**src/rtl/mem_arbiter.sv**
```systemverilog
// Two-requester memory arbiter: instruction fetch vs. load/store, single-cycle memory.
// Define MEM_ARB_RR_EN to alternate grants on simultaneous requests instead of fixed ls priority.
module mem_arbiter #(
  parameter int unsigned M_WIDTH = 32,
  parameter int unsigned A_WIDTH = 30
) (
  input  logic                 clk,
  input  logic                 rst,
  input  logic                 if_req,
  input  logic [A_WIDTH-1:0]   if_addr,
  output logic                 if_gnt,
  output logic                 if_rvalid,
  input  logic                 ls_req,
  input  logic [A_WIDTH-1:0]   ls_addr,
  input  logic [M_WIDTH/8-1:0] ls_wes,
  input  logic [M_WIDTH-1:0]   ls_wdata,
  input  logic                 ls_lock,
  output logic                 ls_gnt,
  output logic                 ls_rvalid,
  output logic [M_WIDTH-1:0]   rdata,
  output logic [A_WIDTH-1:0]   mem_addr,
  output logic [M_WIDTH/8-1:0] mem_wes,
  output logic [M_WIDTH-1:0]   mem_wdata,
  input  logic [M_WIDTH-1:0]   mem_rdata
);

  localparam int unsigned S_WIDTH = M_WIDTH / 8;

  typedef enum logic [1:0] {
    IDLE      = 2'd0,
    IF_OWN    = 2'd1,
    LS_LOCKED = 2'd2
  } state_t;

  state_t             state_q;
  state_t             state_d;
  logic [A_WIDTH-1:0] addr_q;
  logic               if_rvalid_q;
  logic               ls_rvalid_q;
  logic               ls_first;

`ifdef MEM_ARB_RR_EN
  // Remembers whether ls won the most recent grant; ls goes first after reset.
  logic last_ls_q;

  always_ff @(posedge clk or negedge rst) begin
    if (!rst) begin
      last_ls_q <= 1'b0;
    end else if (if_gnt || ls_gnt) begin
      last_ls_q <= ls_gnt;
    end
  end

  assign ls_first = ~last_ls_q;
`else
  assign ls_first = 1'b1;
`endif

  // Owner state register.
  always_ff @(posedge clk or negedge rst) begin
    if (!rst) begin
      state_q <= IDLE;
    end else begin
      state_q <= state_d;
    end
  end

  // Grant decision and owner next state; grants are forced low while in reset.
  always_comb begin
    state_d = state_q;
    if_gnt  = 1'b0;
    ls_gnt  = 1'b0;
    if (rst) begin
      case (state_q)
        LS_LOCKED: begin
          ls_gnt = ls_req;
          if (!ls_lock) begin
            state_d = IDLE;
          end
        end
        default: begin
          if (ls_req && (!if_req || ls_first)) begin
            ls_gnt = 1'b1;
          end else if (if_req) begin
            if_gnt = 1'b1;
          end
          if (ls_gnt) begin
            state_d = ls_lock ? LS_LOCKED : IDLE;
          end else if (if_gnt) begin
            state_d = IF_OWN;
          end else begin
            state_d = IDLE;
          end
        end
      endcase
    end
  end

  // Command port: granted requester's command, otherwise hold the last address.
  always_comb begin
    mem_addr  = addr_q;
    mem_wes   = S_WIDTH'(0);
    mem_wdata = ls_wdata;
    if (ls_gnt) begin
      mem_addr = ls_addr;
      mem_wes  = ls_wes;
    end else if (if_gnt) begin
      mem_addr = if_addr;
    end
  end

  always_ff @(posedge clk or negedge rst) begin
    if (!rst) begin
      addr_q      <= A_WIDTH'(0);
      if_rvalid_q <= 1'b0;
      ls_rvalid_q <= 1'b0;
    end else begin
      addr_q      <= mem_addr;
      if_rvalid_q <= if_gnt;
      ls_rvalid_q <= ls_gnt;
    end
  end

  assign if_rvalid = if_rvalid_q;
  assign ls_rvalid = ls_rvalid_q;
  assign rdata     = mem_rdata;

endmodule

```
**config.mk**
```make
export PLATFORM = sky130hd
export DESIGN_NAME = mem_arbiter
export DESIGN_NICKNAME = d
export VERILOG_FILES = /design/src/rtl/mem_arbiter.sv
export SDC_FILE = /design/constraint.sdc
export NUM_CORES = 1
export LEC_CHECK = 0
export CAP_MARGIN = 30
export CORE_UTILIZATION = 25
export CTS_CLUSTER_SIZE = 14
export DETAILED_ROUTE_END_ITERATION = 7
export PLACE_DENSITY = 0.7
export SYNTH_ARGS = -nofsm -noshare
export SYNTH_HDL_FRONTEND = slang
export SYNTH_SLANG_ARGS = --single-unit
```
**constraint.sdc**
```tcl
create_clock -name clk -period 2.4 [get_ports clk]
set_input_delay 0.48 -clock clk [delete_from_list [all_inputs] [get_ports clk]]
set_output_delay 0.48 -clock clk [all_outputs]
set_load 0.03 [all_outputs]
```
==> results of run 1 <==
-- power breakdown --
| part | switching (uW) | internal [uW] | total [uW] |
|---|---|---|---|
| combinational | 447 | 388 | 834 |
| clock | 235 | 231 | 466 |
| sequential | 56.5 | 676 | 732 |
| total | 738 | 1290 | 2030 |
-- through the flow --
stage	setup WS, ps	hold slack, ps	cell area, um^2
after floorplan	564	184	2370
after global placement	34.6	463	2990
after detailed placement	-7.33	477	2990
after CTS	101	220	3080
after global routing	34.2	229	3080
final	101	237	3080
-- timing repair --
action	CTS	global route
endpoints found under the setup margin	7	0
gates resized for setup	2	0
buffers inserted	0	0
-- metal layers --
| layer | share of wire [%] | track usage (%) | vias up |
|---|---|---|---|
| li1 | - | - | 852 |
| met1 | 38 | 15.3 | 913 |
| met2 | 51 | 25.8 | 113 |
| met3 | 9.8 | 5.48 | 22 |
| met4 | 1.7 | 4.86 | 0 |
| met5 | 0 | 0 | - |
-- final cells by class --
class | instances | area [um^2] | share of cell area (%)
tap | 111 | 139 | 4.50
sequential | 34 | 851 | 27.6
multi-input combinational | 102 | 918 | 29.8
inverter | 2 | 7.51 | 0.244
clock inverter | 2 | 12.5 | 0.406
clock buffer | 6 | 82.6 | 2.68
timing repair buffer | 117 | 1070 | 34.8
-- state kept, by name (all words and copies together), names as in the netlist --
name / count
ls_rvalid: 1
if_rvalid: 1
addr_q: 30
state_q: 2
-- worst register-to-register path, cell delays in order (launching register included) --
cell and delay, ps:
dfrtp_1 420, nand2b_4 150, buf_4 320, nand4b_1 160, o211a_1 180
-- cell families after synthesis --
kind of cell / after synthesis / synth area share [%]
AND/OR/NAND/NOR: 39 / 13.6
AO/OA/AOI/OAI: 63 / 25.0
buffers and inverters: 86 / 25.5
flip-flops: 34 / 35.8
-- final timing paths --
path	startpoint	end	slack, ps	depth (start not counted)
worst max-delay path	if_req	mem_addr[18]	100	5
worst min-delay path	rst	state_q[1]	240	2
worst max register to register	state_q[1]	addr_q[18]	1070	4
worst min register to register	state_q[0]	state_q[0]	490	1
max in group asynchronous	rst	addr_q[20]	1900	2
min in group clk	state_q[0]	state_q[0]	490	1
-- cell usage in the layout, fill, tap and decap left out, drive strengths merged --
cell type	instances
a21o	2
a22o	1
dlygate4sd2	1
nand2b	1
nand4b	30
clkinvlp	1
buf	48
inv	2
clkinv	1
dfrtp	34
clkdlybuf4s50	68
nand2	2
o211a	30
and3	5
and2b	1
o22a	30
clkbuf	6
==> summary.md, run 1 <==
| Metric | Value |
|---|---|
| Outcome | completed |
| Clock Sinks | 34 |
| Die Height | 99.4 um |
| Largest net degree at the start of global routing | 31 |
| GP Congestion | 0.675 |
| CTS tree | yes |
| Mean Syn Cell Area | 10.7 um^2 |
| Lkg Pwr | 0.00134 uW |
| CP max FO | 21 |
| Max VDD drop | 0.268 mV |
| Ant diodes | 0 |
| CP max-delay cell | clkdlybuf4s50_1 |
| Register area share after synthesis | 35.8% |
| Ys flop type | dfrtp_1 |
| Final Critical Period | 2300 ps |
| Unrepaired setup endpoints after global routing | no |
| I/O pin count | 235 |
| Layout cells sized above 1 | 22.8% |
| Worst-Margin Slew | 367 ps |
| Wirelength, routed | 7.21 mm |
| Worst-path clk slew | 70 ps |
| End-of-flow core utilization | 33.5% |
| CP bufs+invs | 3 |
| Required time worst endpoint | 1920 ps |
| Setup TNS | 0 ps |
| Antenna Nets Post-Route | 0 |
| Die ar. | 9890 um^2 |
| Tot Pwr | 2030 uW |
| Hpwl dp | 5.29 mm |
| Max Transition Viols Final | 0 |
| Cells after Synth | 222 |
| FF+latch count, synth | 34 |
| Max-cap viol count | 0 |
| Worst path cell trace | clkdlybuf4s50_1 > buf_4 > nand4b_1 > o211a_1 > buf_4 |
| Final setup fails | 0 |
| First-pass GRT wire length | 10.9 mm |
| Synth async-reset ratio | 100% |
| Top delay family on crit path | buffers and inverters |
| Hold Crit Class | in -> async |
| Fmax | 0.435 GHz |
| GR Overflow Total | 0 |
| Yosys top cell by area | dfrtp_1 |
| Via count of the routed design | 1900 |
| Core Area | 9200 um^2 |
| Worst-Skew Late Latency | 290 ps |
| Post-CTS Hold Buffers | 0 |
| Placed cell count | 366 |
| Port Buffers | 106 |
| Fin crit share | 95.8% |
| Setup Skew | 10.0 ps |
| Synthesized net count | 355 |
| Setup crit end kind | output pin |
| Setup CP Type | in -> out |
| Post-Syn Area | 2370 um^2 |
| Synth top area cells | dfrtp_1 36%, buf_4 21%, o211a_1 13% |
| Netlist cell types | 17 |
| Drt drc | 0 |
| Post-route insts no fill | 374 |
| Initial antenna violation count | 0 |
| Nets | 395 |
| Most used cell, CP | buf_4 |
| Htree depth | 2 |
| Post-synth EDFFs | 0 |
| Cell row count | 35 |
| Root Driver | clkbuf_8 |
| Detailed Route Iter0 Violations | 48 |
| Crit start category | primary input |
| Rel. slew slack | 75.5% |
| PD cells | 659 nW/um^2 |
| Clock buffer count from CTS | 5 |
| Synth top cells by count | 65 x buf_4, 34 x dfrtp_1, 30 x nand4b_1, 30 x o211a_1, 30 x o22a_1 |
| Initial Util | 25.8% |
| Area grow syn2layout | 29.9% |
| Filler instances | 948 |
| DIE WIDTH | 99.4 um |
| Synth top area share | 35.8% |
| Drt wl/cell | 19.3 um |
| Crit-path max cell delay | 540 ps |
| Most common cell in the netlist | buf_4 |
| GRT Util Overall | 14.3% |
| Vias in the first global route | 2002 |
| Hold Vio Cnt, Final | 0 |
| Ys Warns | 0 |
| Worst path arrival time | 1820 ps |
| Max Buffers Root-to-Sink | 2 |
| TritonRoute pass-1 iters | 4 |
| Vias per cell | 5.08 |
(Power assumes the default switching activity.)
==> run 2: changes to the inputs <==
==> config.mk (replaced) <==
export PLATFORM = sky130hd
export DESIGN_NAME = mem_arbiter
export DESIGN_NICKNAME = d
export VERILOG_FILES = /design/src/rtl/mem_arbiter.sv
export SDC_FILE = /design/constraint.sdc
export NUM_CORES = 1
export LEC_CHECK = 0
export CAP_MARGIN = 20
export CORE_AREA = 2 2 92 94
export CTS_CLUSTER_SIZE = 14
export DETAILED_ROUTE_END_ITERATION = 7
export DIE_AREA = 0 0 94 96
export PLACE_DENSITY = 0.81
export SYNTH_ARGS = -nofsm -noshare
export SYNTH_HDL_FRONTEND = slang
export SYNTH_SLANG_ARGS = --single-unit
==> summary.md, run 2 (synthesis gave the netlist of run 1 again) <==
| Metric | Value |
|---|---|
| Largest net degree at the start of global routing | 50 (+61%) |
| Die ar. | 9020 um^2 (-8.7%) |
| Drt wl/cell | 18.3 um (-5.1%) |
| Initial Util | 29.5% (+3.7 points) |
| GR Overflow Total | 0 (unchanged) |
| Final setup fails | 0 (unchanged) |
| Fin worst setup slack | 108 ps (+6.41 ps) |
| PD cells | 653 nW/um^2 (-0.93%) |
| Hold Vio Cnt, Final | 0 (unchanged) |
| Final Critical Period | 2290 ps (-6.41 ps) |
| Worst-Skew Late Latency | 280 ps (about the same) |
| Vias in the first global route | 1911 (-4.5%) |
| Fin crit share | 95.5% (-0.27 points) |
| Rel. slew slack | 76.3% (+0.76 points) |
| DIE WIDTH | 94 um (-5.5%) |
| Setup crit end kind | output pin |
| Port Buffers | 106 (unchanged) |
| Worst path arrival time | 1810 ps (about the same) |
| Sequential power share | 36.2% (+0.2 points) |
| Antenna Nets Post-Route | 0 (unchanged) |
| Post-CTS Hold Buffers | 0 (unchanged) |
| Outcome | completed |
| Final Cell Area | 3100 um^2 (+0.49%) |
| Post-route insts no fill | 366 (-2.1%) |
| Cell row count | 33 (-5.7%) |
| Dpl ws | 49.1 ps (+56.4 ps) |
| Htree depth | 2 (unchanged) |
| Setup TNS | 0 ps (unchanged) |
| Area grow syn2layout | 30.5% |
| Unrepaired setup endpoints after global routing | no |
| Fmax | 0.436 GHz (+0.28%) |
| Commonest non-fill, non-tap cell in the layout | clkdlybuf4s50_1 |
| Initial antenna violation count | 0 (unchanged) |
| Core Area | 8050 um^2 (-12%) |
| Hpwl dp | 4.87 mm (-7.8%) |
| I/O pin count | 235 (unchanged) |
| Drt drc | 0 (unchanged) |
| Required time worst endpoint | 1920 ps (about the same) |
| Max Buffers Root-to-Sink | 2 (unchanged) |
| GP Congestion | 0.676 (+0.19%) |
| Clock power frac | 22.1% (-0.8 points) |
| CTS tree | yes |
| Lkg Pwr | 0.00135 uW (+1.0%) |
| Root Driver | clkbuf_8 |
| Worst-path clk slew | 70 ps (about the same) |
| Layout cells sized above 1 | 21.8% (-0.97 points) |
| Max VDD drop | 0.300 mV (+12%) |
| Detailed Route Iter0 Violations | 95 (+98%) |
| Switching Fraction | 35.4% (-0.86 points) |
| Area post-placement | 3000 um^2 (+0.50%) |
| Setup CP Type | in -> out |
| Worst-Margin Slew | 356 ps (-11.4 ps) |
| Ant diodes | 0 (unchanged) |
| Largest regs | addr_q: 30 flops, state_q: 2 flops |
| Setup Skew | 4.91 ps (-5.09 ps) |
| Nets | 393 (-0.51%) |
| Clock buffer count from CTS | 5 (unchanged) |
| Via count of the routed design | 1879 (-1.1%) |
| Filler instances | 805 (-15%) |
| Int Pwr | 1310 uW (+0.90%) |
| Clock Sinks | 34 (unchanged) |
| Max-cap viol count | 0 (unchanged) |
| Placed cell count | 358 (-2.2%) |
| Max Transition Viols Final | 0 (unchanged) |
| Largest Register | addr_q |
| Wirelength, routed | 6.70 mm (-7.1%) |
| Die Height | 96 um (-3.5%) |
| Hold Crit Class | in -> async |
| GRT Util Overall | 14.6% (+0.32 points) |
| Vias per cell | 5.13 (+1.1%) |
| Sw power | 717 uW (-2.8%) |
| CP max FO | 30 (+43%) |
| First-pass GRT wire length | 10.1 mm (-6.5%) |
| Most frequent cells in the layout | 68 x clkdlybuf4s50_1, 40 x buf_4, 34 x dfrtp_1 |
| Crit start category | primary input |
| TritonRoute pass-1 iters | 4 (unchanged) |
| R2r setup slk | 990 ps (-80 ps) |
| Combinational power share | 41.8% (+0.7 points) |
| Largest register FFs | 30 (unchanged) |
## run 2: changes by cell type in the layout (fill, tap and decap cells not counted)
cell / before / now
dlygate4sd2_1: 1 / 0
buf_12: 2 / 5
buf_4: 45 / 40
clkbuf_1: 0 / 1
dlymetal6s2s_1: 0 / 1
clkinvlp_4: 1 / 0
## run 2: per-layer routing
metal | share of wire, % | GRT usage, % | vias to the layer above | wire length [um]
met4 | 1.6 | 5.31 | 0 | 107
met3 | 9.7 | 5.32 | 18 | 652
met2 | 49 | 23.7 | 117 | 3260
met1 | 40 | 17.9 | 890 | 2680
li1 | - | - | 854 | -
met5 | 0 | 0 | - | 0
## run 2: through the flow
| step | hold WS, ps | utilization [%] | power, uW |
|---|---|---|---|
| after global routing | 283 | 38.5 | 2140 |
| after detailed placement | 469 | 37.3 | 1600 |
| after CTS | 263 | 38.4 | 2060 |
| final | 270 | 38.5 | 2020 |
| after global placement | 462 | 37.3 | 1580 |
| after floorplan | 184 | - | 1430 |
## run 2: power groups by stage
stage | clock, uW | sequential [uW] | combinational, uW
floorplan | 0 | 734 | 700
global placement | 0 | 738 | 843
detailed placement | 0 | 744 | 853
CTS | 472 | 732 | 855
global route | 494 | 745 | 897
finish | 446 | 732 | 845
## run 2: path summary, 6_finish.rpt
kind,startpoint,endpoint,cells after the start
min,rst,addr_q[25],2
max,if_req,mem_addr[14],4
min reg2reg,state_q[0],state_q[0],1
min in group clk,state_q[0],state_q[0],1
max in group asynchronous,rst,addr_q[7],2
max reg2reg,state_q[0],addr_q[29],3
## run 2: final cells by class
class	instances	area, um^2	area share, %
Timing Repair Buffer	115	1100	35.5
Multi-Input combinational cell	102	918	29.6
Sequential cell	34	851	27.5
Tap cell	105	131	4.24
Clock buffer	7	86.3	2.79
Inverter	2	7.51	0.242
Clock inverter	1	5.00	0.162
## run 2: worst max-delay path, cell delays in order
cell	delay, ps
clkdlybuf4s50_1	560
a21o_4	380
o211a_1	220
buf_4	160
## run 2: repair_timing
| action | CTS | global route |
|---|---|---|
| buffers inserted | 0 | 0 |
| gates resized for setup | 0 | 2 |
| endpoints found under the setup margin | 0 | 12 |
==> run 3: changes to the inputs <==
--- a/config.mk
+++ b/config.mk
@@ -5,7 +5,7 @@
 export SDC_FILE = /design/constraint.sdc
 export NUM_CORES = 1
 export LEC_CHECK = 0
-export CAP_MARGIN = 20
+export CAP_MARGIN = 15
 export CORE_AREA = 2 2 92 94
 export CTS_CLUSTER_SIZE = 14
 export DETAILED_ROUTE_END_ITERATION = 7
==> results of run 3 <==
The final DEF is identical to that of run 2; final timing and power are the same.
